==> src/rtl/mips_controller.sv <==
// Multicycle MIPS control unit: Moore sequencer for the datapath plus the
// combinational ALU decoder and PC-enable logic.
module mips_controller (
  input  logic       clk,
  input  logic       reset,
  input  logic [5:0] op,
  input  logic [5:0] funct,
  input  logic       zero,
  output logic       irwrite,
  output logic       memwrite,
  output logic       iord,
  output logic       pcen,
  output logic [1:0] pcsrc,
  output logic [2:0] alucontrol,
  output logic [1:0] alusrcb,
  output logic       alusrca,
  output logic       regwrite,
  output logic       regdst,
  output logic       memtoreg,
  output logic       bne_sign
);

  localparam logic [5:0] OP_LW    = 6'b100011;
  localparam logic [5:0] OP_SW    = 6'b101011;
  localparam logic [5:0] OP_RTYPE = 6'b000000;
  localparam logic [5:0] OP_BEQ   = 6'b000100;
  localparam logic [5:0] OP_BNE   = 6'b000101;
  localparam logic [5:0] OP_ADDI  = 6'b001000;
  localparam logic [5:0] OP_J     = 6'b000010;

  typedef enum logic [3:0] {
    FETCH,
    DECODE,
    MEMADR,
    MEMRD,
    MEMWB,
    MEMWR,
    RTYPEEX,
    RTYPEWB,
    BEQEX,
    BNEEX,
    ADDIEX,
    ADDIWB,
    JEX
  } state_t;

  state_t     state;
  state_t     next_state;
  logic       pcwrite;
  logic       branch;
  logic [1:0] aluop;

  always_ff @(posedge clk or negedge reset) begin
    if (!reset) begin
      state <= FETCH;
    end else begin
      state <= next_state;
    end
  end

  always_comb begin
    next_state = FETCH;
    case (state)
      FETCH:   next_state = DECODE;
      DECODE: begin
        case (op)
          OP_LW, OP_SW: next_state = MEMADR;
          OP_RTYPE:     next_state = RTYPEEX;
          OP_BEQ:       next_state = BEQEX;
          OP_BNE:       next_state = BNEEX;
          OP_ADDI:      next_state = ADDIEX;
          OP_J:         next_state = JEX;
          default:      next_state = FETCH;
        endcase
      end
      MEMADR:  next_state = (op == OP_SW) ? MEMWR : MEMRD;
      MEMRD:   next_state = MEMWB;
      RTYPEEX: next_state = RTYPEWB;
      ADDIEX:  next_state = ADDIWB;
      default: next_state = FETCH;
    endcase
  end

  always_comb begin
    irwrite  = 1'b0;
    memwrite = 1'b0;
    iord     = 1'b0;
    pcwrite  = 1'b0;
    branch   = 1'b0;
    pcsrc    = 2'b00;
    aluop    = 2'b00;
    alusrcb  = 2'b00;
    alusrca  = 1'b0;
    regwrite = 1'b0;
    regdst   = 1'b0;
    memtoreg = 1'b0;
    bne_sign = 1'b0;
    case (state)
      FETCH: begin
        alusrcb = 2'b01;
        irwrite = 1'b1;
        pcwrite = 1'b1;
      end
      DECODE: begin
        alusrcb = 2'b11;
      end
      MEMADR: begin
        alusrca = 1'b1;
        alusrcb = 2'b10;
      end
      MEMRD: begin
        iord = 1'b1;
      end
      MEMWB: begin
        memtoreg = 1'b1;
        regwrite = 1'b1;
      end
      MEMWR: begin
        iord     = 1'b1;
        memwrite = 1'b1;
      end
      RTYPEEX: begin
        alusrca = 1'b1;
        aluop   = 2'b10;
      end
      RTYPEWB: begin
        regdst   = 1'b1;
        regwrite = 1'b1;
      end
      BEQEX, BNEEX: begin
        alusrca  = 1'b1;
        aluop    = 2'b01;
        pcsrc    = 2'b01;
        branch   = 1'b1;
        bne_sign = (state == BNEEX);
      end
      ADDIEX: begin
        alusrca = 1'b1;
        alusrcb = 2'b10;
      end
      ADDIWB: begin
        regwrite = 1'b1;
      end
      JEX: begin
        pcsrc   = 2'b10;
        pcwrite = 1'b1;
      end
      default: begin
        irwrite = 1'b0;
      end
    endcase
  end

  // BNE reuses the BEQ path; bne_sign inverts the sense of the zero test.
  always_comb begin
    pcen = pcwrite | (branch & (zero ^ bne_sign));
  end

  always_comb begin
    alucontrol = 3'b010;
    case (aluop)
      2'b01: alucontrol = 3'b110;
      2'b10: begin
        case (funct)
          6'b100010: alucontrol = 3'b110;
          6'b100100: alucontrol = 3'b000;
          6'b100101: alucontrol = 3'b001;
          6'b101010: alucontrol = 3'b111;
          default:   alucontrol = 3'b010;
        endcase
      end
      default: alucontrol = 3'b010;
    endcase
  end

endmodule

==> config.mk <==
export PLATFORM = sky130hd
export DESIGN_NAME = mips_controller
export DESIGN_NICKNAME = d
export VERILOG_FILES = /design/src/rtl/mips_controller.sv
export SDC_FILE = /design/constraint.sdc
export NUM_CORES = 1
export LEC_CHECK = 0
export ABC_AREA = 1
export CAP_MARGIN = 20
export CELL_PAD_IN_SITES_DETAIL_PLACEMENT = 0
export CELL_PAD_IN_SITES_GLOBAL_PLACEMENT = 1
export CORE_UTILIZATION = 21
export DETAILED_ROUTE_END_ITERATION = 7
export GPL_TIMING_DRIVEN = 0
export MAX_ROUTING_LAYER = met4
export PLACE_DENSITY = 0.82
export SLEW_MARGIN = 10
export SYNTH_ARGS = -nofsm -noshare
export SYNTH_HDL_FRONTEND = slang
export SYNTH_SLANG_ARGS = --single-unit
==> constraint.sdc <==
create_clock -name clk -period 1.44 [get_ports clk]
set_input_delay 0.216 -clock clk [delete_from_list [all_inputs] [get_ports clk]]
set_output_delay 0.216 -clock clk [all_outputs]
set_load 0.05 [all_outputs]
# --- Word-level counts from Yosys, hierarchy flattened ---
# Index checks and enable logic that the tools add are counted.
word_totals:
  output_inout_bits: 16
  latchBits: 0
  mem_bits_rw: 0
  register_bits: 4
  input_bits: 15
  mem_count: 0
  rom_bits: 0
op_classes:
  order_cmp: 0
  shifts: 0
  bitwise: 3
  div: 0
  addsub: 0
  reduce_logical: 9
  mul: 0
  mux: 18
  n_eq_ne: 24
op_table:
  columns: ["op", "n"]
  rows:
  - ["$pmux W4 S6", 2]
  - ["$eq A6 B6 Y1 const B", 6]
  - ["$eq A4 B4 Y1 const B", 5]
  - ["$eq A4 B3 Y1 const B", 4]
  - ["$eq A6 B3 Y1 const B", 2]
  - ["$pmux W3 S4", 1]
  - ["$mux W1", 10]
  - ["$reduce_or A2 Y1", 5]
  - ["$eq A4 B2 Y1 const B", 2]
  - ["$pmux W2 S2", 2]
  - ["$eq A6 B2 Y1 const B", 1]
  - ["$eq A6 B4 Y1 const B", 1]
  - ["$logic_not A6 Y1", 1]
  - ["$pmux W2 S3", 1]
  - ["$pmux W3 S2", 1]
  - ["$reduce_or A5 Y1", 1]
  - ["$eq A4 B1 Y1 const B", 1]
  - ["$logic_not A4 Y1", 1]
  - ["$mux W3", 1]
  - ["$reduce_or A3 Y1", 1]
  - ["$eq A2 B1 Y1 const B", 1]
  - ["$eq A2 B2 Y1 const B", 1]
  - ["$and A1 B1 Y1", 1]
  - ["$or A1 B1 Y1", 1]
  - ["$xor A1 B1 Y1", 1]

# --- Depth between registers and ports, before layout ---
# Gate-level depths: netlist (run 1).
logic_depth:
  word_depth: 6
  mapped_depth: 7
  ltp_nobuf: 7

# --- Least setup slack after synthesis (run 1) ---
# Ideal clock, no wire load.
synth_timing:
  path_kind: "register to output"
  from: "reg state[3]"
  to: "out alucontrol[0]"
  t_required_ns: 1.224
  path_buffers: 0
  slack_ns: -0.944
  stages_incl_launch_ff: 7
  t_arrival_ns: 2.168
  path_cell_list: "dfrtp_1 -> inv_1 -> nand2_1 -> nor2_2 -> ha_1 -> nand3_1 -> o21ai_0"
synth_between:
  elab_chain_len: 5
  word_cells_on_any_way: 8
synth_rtl:
  columns: ["element", "line", "rtl"]
  rows:
  - ["from (decl)", "47", "state_t state;"]
  - ["from (signal assigned)", "57", "state <= next_state;"]
  - ["$eq A4 B4 Y1", "98", "case (state)"]
  - ["$reduce_or A2 Y1", "98", null]
  - ["$pmux W2 S2 (*)", "98", null]
  - ["$eq A2 B2 Y1 or $eq A2 B1 Y1 (tied branches)", "161", "case (aluop)"]
  - ["$pmux W3 S2 (*)", "161", null]
  - ["to (decl)", "14", "output logic [2:0] alucontrol,"]
# Every way passes the cells marked *; elsewhere a longest branch is shown, timed or not.

# --- Worst setup path after layout (run 1) ---
layout_timing:
  from: "reg state[0]"
  to: "out alucontrol[0]"
# Same word-level chain as after synthesis.

==> flow_metrics.py, run 1 <==
metrics = {
    "synth": {
        "synth_nets": 116,
        "ys_seq_area_frac": 0.181,
        "ys_warn_count": 0,
        "ys.flop_type": "dfrtp_1",
        "synth-seq-cells": 4,
        "syn_area_sq_um": 552,
        "synthArstFlopShare": 1.00,
        "ys_types": 19,
        "synthCells": 99,
        "avgSynthCellArea_sq_um": 5.57,
        "synth_edf_count": 0,
    },
    "floorplanning": {
        "initial_core_util": 0.223,
        "die_w_microns": 53.3,
        "coreArea_sq_um": 2480,
        "fp-row-count": 18,
        "die_h_microns": 53.3,
        "io-pin-count": 31,
        "die_area_sq_um": 2840,
    },
    "finish": {
        "n_antenna_cell": 0,
        "largest-register": "state",
        "drive_gt1_frac": 0.536,
        "design_area_sq_um": 1340,
        "largest_reg_flops": 4,
        "fin_nets": 171,
        "area_growth_pct": 143,
        "nFillCells": 245,
        "largest_registers": "state: 4 flops",
        "fin_util": 0.541,
    },
    "sta": {
        "max_slew.worst_pin.slew_ns": 0.359,
        "slew_headroom": 0.759,
        "max_freq_mhz": 559,
        "hold_violations": 0,
        "rsz0062_at_grt": "true",
        "fin_skew_ns": 0.0112,
        "fin_crit_ns": 1.79,
        "drv_slew": 0,
        "period_share": 1.24,
        "finalSetupViolations": 16,
        "fin_ws_ns": -0.348,
    },
    "placement": {
        "place.gp.congestion": 0.806,
        "placed_area_sq_um": 1010,
        "numPortBuffers": 30,
        "dp_hpwl_microns": 1360,
    },
    "cts": {
        "cts_inserted_buffers": 3,
        "insertion_delay_ns": 0.24,
        "cts_root_buf": "clkbuf_4",
        "hold_buffers": 0,
        "cts_tree": "done",
        "clkSlewWorstSetupHoldPaths_ns": 0.04,
        "cts_max_level": 1,
        "cts_sinks": 4,
        "clock_path_buffers": 2,
    },
    "global_routing": {
        "grt_pass1_wl_microns": 2680,
        "grt_start_max_net_pins": 9,
        "grt.overflow.total": 0,
        "grt_pass1_vias": 712,
        "antenna_found_initial": 0,
        "grt_usage": 0.127,
    },
    "critical_path": {
        "r2r_slack_ns": 0.01,
        "timing.critical_path.slowest_stage_cell": "dfrtp_2",
        "critPathMaxFanout": 4,
        "r2r-end": "state[2]",
        "r2r-start": "state[0]",
        "cp_cell_sequence": "inv_2 -> nand2_4 -> nor2_4 -> ha_4 -> nand3_4 -> o21ai_4 -> buf_6",
        "critPathCaptureType": "primary output",
        "rr_worst_depth": 9,
        "cp.required_ns": 1.22,
        "slowest_delay_ns": 0.42,
        "arrival_ns": 1.57,
        "worstSetupPathType": "flip-flop to primary output",
        "start_kind": "flip-flop",
    },
    "min_path": {
        "hp-class": "primary input to async pin",
    },
    "route": {
        "vias": 820,
        "drtIter0Drc": 13,
        "dr.pass1.iters": 4,
        "wl_microns": 1990,
        "drc": 0,
        "avgRoutedWirePerCell_microns": 10.9,
        "postRouteAntennaNets": 0,
        "vias_per_cell": 4.48,
    },
    "run_status": {
        "outcome": "complete, but fails checks",
        "violations": "negative setup slack",
    },
    "power": {
        "total_power_uw": 1770,
        "ir_worst_vdd_uv": 1010,
        "p_leak_uw": 0.000637,
        "power_density_nw_per_um2": 1320,
    },
    "job": {
        "cap_viol_max_count": 0,
    },
}
per-stage QoR:
| stage | instances | setup WS (ns) | hold slack (ns) | TNS (ns) |
|---|---|---|---|---|
| 2_1_floorplan | 99 | -0.193 | -0.0796 | -0.873 |
| 3_3_place_gp | 159 | -0.856 | 0.421 | -7.71 |
| 3_5_place_dp | 159 | -0.917 | 0.423 | -7.94 |
| 4_1_cts | 171 | -0.358 | 0.170 | -1.63 |
| 5_1_grt | 183 | -0.404 | 0.183 | -4.07 |
| 6_report | 183 | -0.348 | 0.169 | -3.26 |
worst max-delay path, delay by kind of cell (launching register included):
family | cells | cell delay, ns
buffers and inverters | 2 | 0.25
flip-flops | 1 | 0.42
AND/OR/NAND/NOR | 3 | 0.33
AO/OA/AOI/OAI | 1 | 0.16
adder cells (fa/ha/maj) | 1 | 0.17
report_power, final:
group | total, uW | switching (uW) | internal (uW)
Combinational | 1440 | 769 | 666
Sequential | 183 | 40.8 | 142
Clock | 153 | 48.7 | 104
Total | 1770 | 859 | 912
Yosys cell counts (2+ instances only):
cell,instances,area share
nand3_1,11,0.10
ha_1,2,0.045
nand4_1,4,0.045
nand2_1,18,0.12
nor2_2,2,0.023
o22ai_1,2,0.023
nor2_1,23,0.16
o21ai_0,2,0.018
dfrtp_1,4,0.18
inv_1,20,0.14
nand2_4,2,0.041
nand2_2,2,0.023
logic make-up after synthesis:
| logic type | count (synthesis) | share of synthesized area |
|---|---|---|
| and+or+nand+nor | 65 | 0.558 |
| buffers and inverters | 21 | 0.143 |
| AOI/OAI and AO/OA | 7 | 0.0725 |
| DFF | 4 | 0.181 |
| adders and majority gates | 2 | 0.0453 |
layout make-up:
type                    instances  area (sq um)  share of cell area
well taps                      30          37.5              0.0280
clock buffers                   4          26.3              0.0196
multi-input cells              74           572               0.427
repair buffers                 50           519               0.387
inverters                      21          81.3              0.0607
flip-flops and latches          4           104              0.0775
how the worst max path moves through the flow:
stage	start	end	slack, ns	depth (start not counted)
after floorplan	state[1]	alusrcb[1]	-0.19	3
after global placement	funct[1]	alucontrol[2]	-0.86	6
after detailed placement	funct[1]	alucontrol[2]	-0.92	6
after CTS	state[3]	alucontrol[0]	-0.36	7
after global routing	state[0]	alucontrol[2]	-0.40	7
final	state[0]	alucontrol[0]	-0.35	7
metal layers:
| metal | up-vias | global-route usage | part of all wire |
|---|---|---|---|
| met3 | 0 | 0.00287 | 0.045 |
| met1 | 373 | 0.111 | 0.39 |
| met2 | 27 | 0.283 | 0.56 |
| met5 | - | - | 0 |
| met4 | 0 | 0.0263 | 0 |
| li1 | 420 | - | - |
repair_timing:
item / CTS / global route
setup buffers: 8 / 13
gates cloned: 0 / 0
resized for setup: 122 / 28
endpoints found under the setup margin: 16 / 16
pin swaps: 6 / 7
cell usage in the layout (no fill, tap or decap), types with 2 or more instances in the layout:
cell,n
o22ai_2,2
clkdlybuf4s50_1,14
clkbuf_4,3
buf_4,13
buf_8,6
nand2_1,11
nor2_4,8
nand2_4,8
nand3_1,9
ha_4,2
nand4_1,4
inv_2,8
nand2_2,3
nor2_1,17
buf_6,17
inv_1,12
dfrtp_2,3
Note: power is estimated with default switching activity, not from simulation.
==> run 2, diff against run 1 <==
CTS_CLUSTER_SIZE = 25   (was not set)
PLACE_DENSITY = not set   (was 0.82)
PLACE_DENSITY_LB_ADDON = 0.25   (was not set)
==> flow_metrics.py, run 2 (same netlist as run 1, synthesis figures left out) <==
metrics = {
    "cts": {
        "insertion_delay_ns": 0.24,
        "cts_inserted_buffers": 3,
        "clkSlewWorstSetupHoldPaths_ns": 0.04,
        "cts_max_level": 1,
        "cts_sinks": 4,
        "clock_path_buffers": 2,
        "cts_root_buf": "clkbuf_4",
        "cts_tree": "done",
    },
    "route": {
        "top_layer": "met3",
        "drc": 0,
        "postRouteAntennaNets": 0,
        "wl_microns": 2000,
        "avgRoutedWirePerCell_microns": 10.6,
        "vias_per_cell": 4.34,
        "dr_wl_met3_microns": 63,
        "drt-met1-wl_microns": 839,
        "drtIter0Drc": 9,
        "wl_met2_microns": 1090,
        "vias": 816,
        "dr.pass1.iters": 4,
    },
    "power": {
        "comb_power_share": 0.808,
        "ir_worst_vdd_uv": 1110,
        "clock_power_share": 0.087,
        "seqPwrFrac": 0.105,
        "total_power_uw": 1760,
        "internal_power_uw": 882,
        "p_switching_uw": 876,
        "power_density_nw_per_um2": 1250,
        "switching_share": 0.498,
        "p_leak_uw": 0.000649,
    },
    "critical_path": {
        "start_kind": "flip-flop",
        "worstSetupPathType": "flip-flop to primary output",
        "critPathMaxFanout": 5,
        "arrival_ns": 1.57,
        "slowest_delay_ns": 0.47,
        "cp.required_ns": 1.22,
        "critPathCaptureType": "primary output",
        "cp_cell_sequence": "nor2_4 -> nand2_4 -> inv_2 -> ha_4 -> inv_1 -> a21oi_4 -> buf_6",
        "timing.critical_path.slowest_stage_cell": "dfrtp_2",
    },
    "finish": {
        "largest_registers": "state: 4 flops",
        "mostFrequentLayoutCells": "buf_6 (18), buf_4 (18), nor2_1 (16)",
        "largest_reg_flops": 4,
        "fin_nets": 176,
        "nFillCells": 234,
        "drive_gt1_frac": 0.557,
        "seq_area_sq_um": 104,
        "n_antenna_cell": 0,
        "fin_util": 0.568,
        "largest-register": "state",
        "area_growth_pct": 155,
        "design_area_sq_um": 1410,
        "multi_input_area_sq_um": 602,
    },
    "global_routing": {
        "grt_start_max_net_pins": 9,
        "antenna_found_initial": 0,
        "grt.overflow.total": 0,
        "grt_usage": 0.137,
        "grt_pass1_wl_microns": 2780,
        "grt_pass1_vias": 695,
    },
    "sta": {
        "fin_skew_ns": 0.00910,
        "rsz0062_at_grt": "true",
        "drv_slew": 0,
        "slew_headroom": 0.760,
        "fin_crit_ns": 1.79,
        "max_freq_mhz": 560,
        "period_share": 1.24,
        "hold_violations": 0,
        "max_slew.worst_pin.slew_ns": 0.359,
        "fin_ws_ns": -0.346,
        "finalSetupViolations": 15,
    },
    "placement": {
        "place.gp.congestion": 0.753,
        "numPortBuffers": 30,
        "placed_area_sq_um": 1010,
        "dp_hpwl_microns": 1290,
    },
    "run_status": {
        "outcome": "complete, but fails checks",
        "violations": "negative setup slack",
    },
    "floorplanning": {
        "io-pin-count": 31,
        "fp-row-count": 18,
        "die_w_microns": 53.3,
        "die_area_sq_um": 2840,
        "coreArea_sq_um": 2480,
        "initial_core_util": 0.223,
        "die_h_microns": 53.3,
    },
    "job": {
        "cap_viol_max_count": 0,
    },
    "min_path": {
        "hp-class": "primary input to async pin",
    },
}
## run 2: repair_timing
action | in CTS | in global routing
hold endpoints to repair | 0 | 0
setup buffers | 10 | 16
endpoints found under the setup margin | 16 | 16
pin swaps | 8 | 9
gates resized for setup | 118 | 37
hold buffers | 0 | 0
## run 2: worst paths after layout
check | from | to | slack (ns) | cells past startpoint
setup reg to reg | state[0] | state[2] | 0.19 | 7
min in group clk | op[5] | state[2] | 0.74 | 5
max in group asynchronous | reset | state[2] | 1.09 | 1
setup / recovery | state[2] | alucontrol[2] | -0.35 | 7
hold reg to reg | state[1] | state[0] | 0.82 | 4
hold / removal | reset | state[1] | 0.17 | 1
## run 2: cell type report
type                            instances  share of cell area
Clock buffer                            4              0.0187
Inverter                               21              0.0596
Multi-Input combinational cell         74               0.428
Sequential cell                         4              0.0738
Tap cell                               30              0.0267
Timing Repair Buffer                   55               0.393
## run 2: critical path: cells and delay by family, from the launching register on
family	cells	cell delay (ns)
compound gates	1	0.14
flops	1	0.47
buf+inv	3	0.30
fa+ha+maj	1	0.14
simple gates	2	0.28
## run 2: metrics by stage
stage | std cells | worst slack (ns) | TNS, ns | hold WS [ns]
floorplan | 99 | -0.193 | -0.873 | -0.0796
CTS | 173 | -0.367 | -1.56 | 0.165
global placement | 159 | -0.856 | -7.78 | 0.419
detailed placement | 159 | -0.863 | -7.78 | 0.421
finish | 188 | -0.346 | -2.43 | 0.169
global route | 188 | -0.407 | -3.00 | 0.192
## run 2: power by group through the flow
stage               Sequential, uW  Clock, uW  Combinational [uW]
global route                   184        162                1500
finish                         184        153                1420
global placement               213          0                 874
CTS                            187        157                1050
floorplan                      198          0                 628
detailed placement             211          0                 878
## run 2: per-layer routing
layer,vias up,GRT usage
met5,-,-
met4,0,0.0658
met3,0,0.0201
met2,21,0.223
met1,364,0.163
li1,431,-
==> run 3, diff against run 2 <==
TNS_END_PERCENT = 30   (was not set)
==> flow_metrics.py, run 3 (same netlist as run 1, synthesis figures left out) <==
metrics = {
    "sta": {
        "period_share": 1.22,
        "fin_crit_ns": 1.76,
        "fin_ws_ns": -0.316,
        "finalSetupViolations": 15,
        "max_slew.worst_pin.slew_ns": 0.363,
        "hold_violations": 0,
        "rsz0062_at_grt": "true",
        "drv_slew": 0,
        "fin_skew_ns": 0.0128,
        "slew_headroom": 0.757,
        "max_freq_mhz": 570,
    },
    "floorplanning": {
        "initial_core_util": 0.223,
        "io-pin-count": 31,
        "coreArea_sq_um": 2480,
        "die_area_sq_um": 2840,
        "fp-row-count": 18,
        "die_w_microns": 53.3,
        "die_h_microns": 53.3,
    },
    "cts": {
        "cts_root_buf": "clkbuf_4",
        "clkSlewWorstSetupHoldPaths_ns": 0.05,
        "clock_path_buffers": 2,
        "cts_inserted_buffers": 3,
        "cts_max_level": 1,
        "insertion_delay_ns": 0.24,
        "cts_sinks": 4,
        "cts_tree": "done",
        "hold_buffers": 0,
    },
    "critical_path": {
        "critPathCaptureType": "primary output",
        "cp.required_ns": 1.22,
        "r2r_slack_ns": 0.12,
        "worstSetupPathType": "flip-flop to primary output",
        "start_kind": "flip-flop",
        "critPathMaxFanout": 4,
        "arrival_ns": 1.54,
    },
    "placement": {
        "dp_hpwl_microns": 1250,
        "place_ws_ns": -0.867,
        "numPortBuffers": 30,
        "placed_cells": 159,
        "place.gp.congestion": 0.767,
    },
    "power": {
        "ir_worst_vdd_uv": 1030,
        "p_leak_uw": 0.000576,
        "power_density_nw_per_um2": 1240,
    },
    "route": {
        "top_layer": "met3",
        "vias": 761,
        "wl_microns": 1680,
        "wl_met2_microns": 837,
        "dr_wl_met3_microns": 111,
        "drt-met1-wl_microns": 730,
        "postRouteAntennaNets": 0,
        "dr.pass1.iters": 2,
        "vias_per_cell": 4.32,
        "avgRoutedWirePerCell_microns": 9.53,
        "drc": 0,
        "drtIter0Drc": 5,
    },
    "finish": {
        "mostFrequentLayoutCells": "nor2_1 (18), buf_4 (16), clkdlybuf4s50_1 (14)",
        "largest_reg_flops": 4,
        "area_growth_pct": 115,
        "nFillCells": 248,
        "largest_registers": "state: 4 flops",
        "drive_gt1_frac": 0.473,
        "n_antenna_cell": 0,
        "mostFrequentLayoutCell": "nor2_1",
        "largest-register": "state",
        "fin_cells": 176,
        "fin_nets": 164,
    },
    "global_routing": {
        "grt_start_max_net_pins": 9,
        "grt_pass1_wl_microns": 2540,
        "grt.overflow.total": 0,
        "grt_pass1_vias": 651,
        "antenna_found_initial": 0,
        "grt_usage": 0.127,
    },
    "job": {
        "cap_viol_max_count": 0,
    },
    "run_status": {
        "outcome": "complete, but fails checks",
        "violations": "negative setup slack",
    },
    "min_path": {
        "hp-class": "primary input to async pin",
    },
}
## run 3: area by class of cell
class | instances | area (sq um) | area share
clock buffers | 4 | 26.3 | 0.0222
repair buffers | 43 | 418 | 0.352
flip-flops and latches | 4 | 104 | 0.0876
well taps | 30 | 37.5 | 0.0316
multi-input cells | 74 | 519 | 0.438
inverters | 21 | 81.3 | 0.0686
## run 3: final timing paths
check / startpoint / to / cells past startpoint
max: state[0] / alucontrol[1] / 8
min: reset / state[1] / 1
max reg2reg: state[0] / state[2] / 8
min reg2reg: state[2] / state[3] / 3
max in group asynchronous: reset / state[0] / 1
min in group clk: state[2] / state[3] / 3
## run 3: worst max-delay path, cell delays in order, from the launching register on
cell,delay [ns]
dfrtp_2,0.42
inv_2,0.08
nand2_4,0.06
nor2_4,0.16
inv_2,0.06
ha_4,0.29
nor2_4,0.03
nand2_2,0.06
buf_8,0.14
## run 3: metrics by stage
stage / util / hold WS [ns] / power (uW) / cell area [sq um] / TNS (ns)
global route: 0.479 / 0.197 / 1560 / 1190 / -2.77
CTS: 0.437 / 0.168 / 1330 / 1080 / -1.73
detailed placement: 0.401 / 0.422 / 1080 / 993 / -7.80
finish: 0.479 / 0.170 / 1470 / 1190 / -1.97
global placement: 0.401 / 0.420 / 1080 / 993 / -7.76
floorplan: - / -0.0796 / 814 / 656 / -1.24
## run 3: routing by layer
metal,GRT usage,vias to the layer above
met5,-,-
met4,0.0658,0
met3,0.0259,0
met2,0.227,22
met1,0.129,334
li1,-,405
## run 3: what timing repair did
item | 4_1_cts | 5_1_grt
buffers inserted | 5 | 8
endpoints found under the setup margin | 16 | 16
pin swaps | 5 | 5
resized for setup | 112 | 20
## run 3: power by group
group / switching, uW / internal (uW) / total [uW]
clock: 48.5 / 104 / 153
combinational: 668 / 464 / 1130
sequential: 42.4 / 142 / 184
total: 759 / 710 / 1470
